$ cat config.mk
export PLATFORM = sky130hd
export DESIGN_NAME = pipeline_ctrl
export DESIGN_NICKNAME = d
export VERILOG_FILES = /design/src/rtl/pipeline_ctrl.sv
export SDC_FILE = /design/constraint.sdc
export NUM_CORES = 1
export LEC_CHECK = 0
export BUFFER_PORTS_ARGS = -buffer_cell sky130_fd_sc_hd__buf_2
export CORE_MARGIN = 2
export CORE_UTILIZATION = 53
export DETAILED_ROUTE_END_ITERATION = 10
export PLACE_DENSITY = 0.81
export SETUP_SLACK_MARGIN = 0.5
export SKIP_CTS_REPAIR_TIMING = 1
export SYNTH_ARGS = -nofsm -noshare
export SYNTH_HDL_FRONTEND = slang
export SYNTH_SLANG_ARGS = --single-unit
$ cat constraint.sdc
create_clock -name clk -period 2.87 [get_ports clk]
set_clock_uncertainty 0.2 [all_clocks]
set_input_delay 0.574 -clock clk [delete_from_list [all_inputs] [get_ports clk]]
set_output_delay 0.574 -clock clk [all_outputs]
set_load 0.02 [all_outputs]
$ cat src/rtl/pipeline_ctrl.sv
// Hazard/sequencing controller for the X/Y/Z MIPS pipeline: stalls, bubbles, flushes, forwarding selects, UART handshake.
// Latency: strobes and selects are combinational (zero cycles); io_timeout and the optional counters are registered.
// Backpressure: UART not-ready freezes PC/X/Y until ready; external stall overrides all. Option macro: PIPELINE_CTRL_PERF_EN.
module pipeline_ctrl #(
    parameter int unsigned IO_TIMEOUT = 65535
) (
    input  logic       clk,
    input  logic       rst,
    input  logic       stall,
    input  logic [4:0] rs_x,
    input  logic [4:0] rt_x,
    input  logic       use_rs_x,
    input  logic       use_rt_x,
    input  logic [4:0] wa_y,
    input  logic       regwrite_y,
    input  logic       memtoreg_y,
    input  logic [4:0] wa_z,
    input  logic       regwrite_z,
    input  logic       branch_taken_y,
    input  logic       uart_rd_y,
    input  logic       uart_wr_y,
    input  logic       rx_valid,
    input  logic       tx_ready,
    output logic       stall_pc,
    output logic       stall_x,
    output logic       stall_y,
    output logic       bubble_y,
    output logic       flush_x,
    output logic [1:0] fwd_a,
    output logic [1:0] fwd_b,
    output logic       rx_ack,
    output logic       tx_strobe,
    output logic       io_timeout
`ifdef PIPELINE_CTRL_PERF_EN
    ,
    output logic [31:0] cycle_cnt,
    output logic [31:0] stall_cnt,
    output logic [31:0] flush_cnt
`endif
);

    typedef enum logic [1:0] {RUN = 2'd0, LD_STALL = 2'd1, IO_WAIT = 2'd2} state_t;

    localparam logic [16:0] TIMEOUT_LIM = 17'(IO_TIMEOUT);

    state_t      state;
    state_t      state_nxt;
    logic [15:0] wait_cnt;
    logic [16:0] wait_inc;
    logic        ldu;
    logic        iob;
    logic        hold_front;
    logic        hold_y;
    logic        bubble;
    logic        y_hit_a, y_hit_b, z_hit_a, z_hit_b;

    assign ldu = memtoreg_y & regwrite_y & (wa_y != 5'd0) &
                 ((use_rs_x & (rs_x == wa_y)) | (use_rt_x & (rt_x == wa_y)));
    assign iob = (uart_rd_y & ~rx_valid) | (uart_wr_y & ~tx_ready);

    // Loads are never forwarded from Y; their data only exists once they reach Z.
    assign y_hit_a = regwrite_y & ~memtoreg_y & (wa_y != 5'd0) & (rs_x == wa_y);
    assign y_hit_b = regwrite_y & ~memtoreg_y & (wa_y != 5'd0) & (rt_x == wa_y);
    assign z_hit_a = regwrite_z & (wa_z != 5'd0) & (rs_x == wa_z);
    assign z_hit_b = regwrite_z & (wa_z != 5'd0) & (rt_x == wa_z);

    assign wait_inc = {1'b0, wait_cnt} + 17'd1;

    always_comb begin
        state_nxt  = state;
        hold_front = 1'b0;
        hold_y     = 1'b0;
        bubble     = 1'b0;
        case (state)
            RUN: begin
                if (iob) begin
                    hold_front = 1'b1;
                    hold_y     = 1'b1;
                    state_nxt  = IO_WAIT;
                end else if (ldu) begin
                    hold_front = 1'b1;
                    bubble     = 1'b1;
                    state_nxt  = LD_STALL;
                end
            end
            LD_STALL: state_nxt = RUN;
            IO_WAIT: begin
                if (iob) begin
                    hold_front = 1'b1;
                    hold_y     = 1'b1;
                end else begin
                    state_nxt = RUN;
                end
            end
            default: state_nxt = RUN;
        endcase
    end

    always_comb begin
        stall_pc  = 1'b0;
        stall_x   = 1'b0;
        stall_y   = 1'b0;
        bubble_y  = 1'b0;
        flush_x   = 1'b0;
        fwd_a     = 2'd0;
        fwd_b     = 2'd0;
        rx_ack    = 1'b0;
        tx_strobe = 1'b0;
        if (rst) begin
            flush_x = 1'b1;
        end else begin
            fwd_a = y_hit_a ? 2'd1 : (z_hit_a ? 2'd2 : 2'd0);
            fwd_b = y_hit_b ? 2'd1 : (z_hit_b ? 2'd2 : 2'd0);
            if (stall) begin
                stall_pc = 1'b1;
                stall_x  = 1'b1;
                stall_y  = 1'b1;
            end else begin
                stall_pc  = hold_front;
                stall_x   = hold_front;
                stall_y   = hold_y;
                bubble_y  = bubble;
                flush_x   = branch_taken_y & ~iob;
                rx_ack    = uart_rd_y & rx_valid;
                tx_strobe = uart_wr_y & tx_ready;
            end
        end
    end

    always_ff @(posedge clk) begin
        if (rst) begin
            state      <= RUN;
            wait_cnt   <= 16'd0;
            io_timeout <= 1'b0;
        end else if (!stall) begin
            state <= state_nxt;
            if (state == RUN && state_nxt == IO_WAIT) begin
                wait_cnt <= 16'd0;
            end else if (state == IO_WAIT && iob) begin
                if (wait_cnt != 16'hFFFF)
                    wait_cnt <= wait_inc[15:0];
                if (wait_inc == TIMEOUT_LIM)
                    io_timeout <= 1'b1;
            end
        end
    end

`ifdef PIPELINE_CTRL_PERF_EN
    always_ff @(posedge clk) begin
        if (rst) begin
            cycle_cnt <= 32'd0;
            stall_cnt <= 32'd0;
            flush_cnt <= 32'd0;
        end else if (!stall) begin
            cycle_cnt <= cycle_cnt + 32'd1;
            if (stall_pc | stall_x | stall_y)
                stall_cnt <= stall_cnt + 32'd1;
            if (flush_x)
                flush_cnt <= flush_cnt + 32'd1;
        end
    end
`else
    // Performance counters compiled out.
`endif

endmodule

==> impl_metrics.json <==
{
  "reg2reg_depth": 6,
  "hold_depth": 2,
  "hold_viol": 0,
  "r2r_start": "wait_cnt[0]",
  "grt_pass1_wl_um": 7660,
  "initial_core_util_pct": 56.3,
  "r2r_end": "io_timeout",
  "overflow": 0,
  "grtUsageMet1_pct": 38.8,
  "cts_root_buffer": "clkbuf_4",
  "worstHoldEndpoint": "io_timeout",
  "antenna_found_initial": 0,
  "synth_common_cells": "nand2_1 (27), dfxtp_1 (19), o21ai_0 (17), xor2_1 (16), a21oi_1 (15)",
  "yosysWarnings": 0,
  "yosysTopAreaCell": "dfxtp_1",
  "final_max_slew_viol_count": 0,
  "grt_usage_pct": 26.3,
  "tritoncts": "built",
  "gp_congestion": 0.831,
  "reg2reg_slack_ns": 0.61,
  "ir_drop_uv": 213,
  "cp.arrival_ns": 1.86,
  "crit_chain": "buf_6 > or4_4 > o21ai_2 > or2_4 > o2111a_2 > buf_4",
  "yosysSeqAreaShare_pct": 21.8,
  "crit_fanout": 4,
  "cts.path.max_buffers": 2,
  "dieArea_um2": 3770,
  "min_path_type": "reg -> reg",
  "ys_types": 58,
  "diodes": 0,
  "fmax_mhz": 380,
  "vias_per_cell": 6.01,
  "period_share_pct": 91.7,
  "synth-edff-count": 0,
  "clk_pin_slew_ns": 0.12,
  "nets": 310,
  "totalPowerFinal_mw": 0.551,
  "required_ns": 2.10,
  "dr.pass1.iters": 4,
  "vias": 1910,
  "grt_busiest_layer": "met2",
  "slowest_delay_ns": 0.53,
  "slowest_stage": "or4_4",
  "dp_hpwl_um": 3400,
  "wl_per_cell_um": 14.9,
  "htree_levels": 1,
  "use_met2_pct": 41.2,
  "path_buf_inv": 2,
  "use_met3_pct": 4.20,
  "synthCells": 235,
  "yosysMostFrequentCell": "nand2_1",
  "power.density_nw_per_um2": 257,
  "fp.dieW_um": 61.4,
  "synth-seq-cells": 19,
  "syn-cell-area_um2": 1750,
  "outcome": "finished, final reports clean",
  "die_h_um": 61.4,
  "ios": 45,
  "cts_buffers": 3,
  "p_leak_nw": 0.774,
  "end_kind": "output pin",
  "route.detailed.drc": 0,
  "numPlacedInstances": 313,
  "postRouteAntennaNets": 0,
  "rsz0062_at_grt": "yes",
  "cts.sinks": 19,
  "ys_dominant_reg_cell": "dfxtp_1",
  "worst_setup_path_start_kind": "input pin",
  "synth_nets": 270,
  "num_rows": 20,
  "fp.coreArea_um2": 3100,
  "avgSynthCellArea_um2": 7.43,
  "drive_above_1_share_pct": 29.6,
  "area_growth_pct": 22.7,
  "synth_top_area_share_pct": 21.8,
  "maxCapViolations": 0,
  "synthArstFlopShare_pct": 0,
  "path_class": "in -> out",
  "setup_violations": 0,
  "fin_crit_ns": 2.63,
  "tns_ns": 0,
  "fin_cells": 318,
  "wirelength_um": 4720,
  "clock_latency_ns": 0.31,
  "grt_pass1_vias": 1713,
  "drtIter0Drc": 140,
  "crit_family": "simple AND/OR/NAND/NOR gates",
  "holdCritStartpoint": "io_timeout",
  "synth_area_leaders": "dfxtp_1 (22%), xor2_1 (8.0%), nand2_1 (5.8%), o21ai_0 (4.9%), a21oi_1 (4.3%)",
  "tightest_slew_ns": 0.406,
  "slew_headroom_pct": 72.2,
  "grt_max_degree": 22,
  "portBuffers": 44
}
area by class of cell:
cell class,instances,area [um^2]
Timing Repair Buffer,53,329
Clock buffer,4,26.3
Inverter,6,22.5
Tap cell,44,55.1
Multi-Input combinational cell,192,1330
Sequential cell,19,384
Fill cell,250,961
per-layer routing:
layer,wire [um],vias to the layer above
li1,-,947
met1,2230,887
met2,2140,70
met3,315,6
met4,38,0
met5,0,-
registers in the layout, summed over array words and instances (netlist names):
| register | flops |
|---|---|
| io_timeout | 1 |
| state | 2 |
| wait_cnt | 16 |
worst reg2reg max path, stage by stage, from the launching register on:
cell	delay, ns
dfxtp_1	0.33
ha_1	0.23
buf_4	0.18
or4_1	0.49
a2111oi_2	0.30
o21ai_0	0.15
o32ai_1	0.30
per-stage QoR:
stage / setup WS [ns] / cell area [um^2] / hold WS (ns) / util [%]
floorplan: 0.371 / 1770 / 0.259 / -
global placement: 0.233 / 2010 / 0.246 / 64.9
detailed placement: 0.216 / 2010 / 0.272 / 64.9
CTS: 0.214 / 2040 / 0.293 / 65.7
global route: 0.228 / 2140 / 0.307 / 69.0
finish: 0.239 / 2140 / 0.283 / 69.0
logic make-up (layout without fill, tap and decap cells):
logic type | after synthesis | count (layout) | share of synthesized area [%]
compound gates | 64 | 64 | 24.9
xor+xnor | 21 | 21 | 10.5
buf+inv | 24 | 63 | 6.38
simple gates | 105 | 105 | 35.0
fa+ha+maj | 2 | 2 | 1.43
flops | 19 | 19 | 21.8
where the power goes:
| group | leakage (nW) | internal (mW) | switching [mW] |
|---|---|---|---|
| Sequential | 0.155 | 0.265 | 0.000959 |
| Clock | 0.0150 | 0.0543 | 0.0915 |
| Combinational | 0.604 | 0.0591 | 0.0798 |
| Total | 0.774 | 0.378 | 0.172 |
layout by cell type, fill, tap and decap left out, types with 2 or more instances in the layout:
cell type / netlist / final
a21boi_0: 2 / 2
a21o_1: 3 / 3
a21oi_1: 15 / 15
a31oi_1: 2 / 2
and2_1: 3 / 3
and3_1: 2 / 2
and4_1: 3 / 3
buf_2: 4 / 35
buf_4: 2 / 13
buf_6: 1 / 5
clkbuf_4: 0 / 3
dfxtp_1: 19 / 16
dfxtp_2: 0 / 3
ha_1: 2 / 2
inv_1: 6 / 6
nand2_1: 27 / 26
nand2b_1: 3 / 3
nand3_1: 7 / 5
nand3_2: 0 / 2
nand3b_1: 3 / 3
nand4_1: 5 / 5
nand4b_1: 3 / 3
nor2_1: 11 / 11
nor2b_1: 2 / 2
nor3_1: 10 / 5
nor3_2: 0 / 5
nor3b_1: 2 / 2
nor4_1: 8 / 8
o2111a_2: 0 / 2
o21a_1: 6 / 6
o21ai_0: 17 / 15
o32ai_1: 2 / 2
or3b_2: 2 / 2
or4_1: 5 / 3
or4_4: 0 / 2
xnor2_1: 5 / 5
xor2_1: 16 / 16
worst max-delay path by stage:
stage	to	slack [ns]	startpoint	cells after the start
2_1_floorplan	stall_x	0.37	wa_y[0]	6
4_1_cts	fwd_b[1]	0.21	wa_y[0]	6
3_5_place_dp	fwd_b[1]	0.22	wa_y[0]	6
5_1_grt	bubble_y	0.23	wa_y[4]	6
6_report	fwd_a[1]	0.24	wa_y[3]	6
3_3_place_gp	fwd_a[1]	0.23	wa_y[0]	6
No activity file was read; power rests on OpenSTA's default activity.
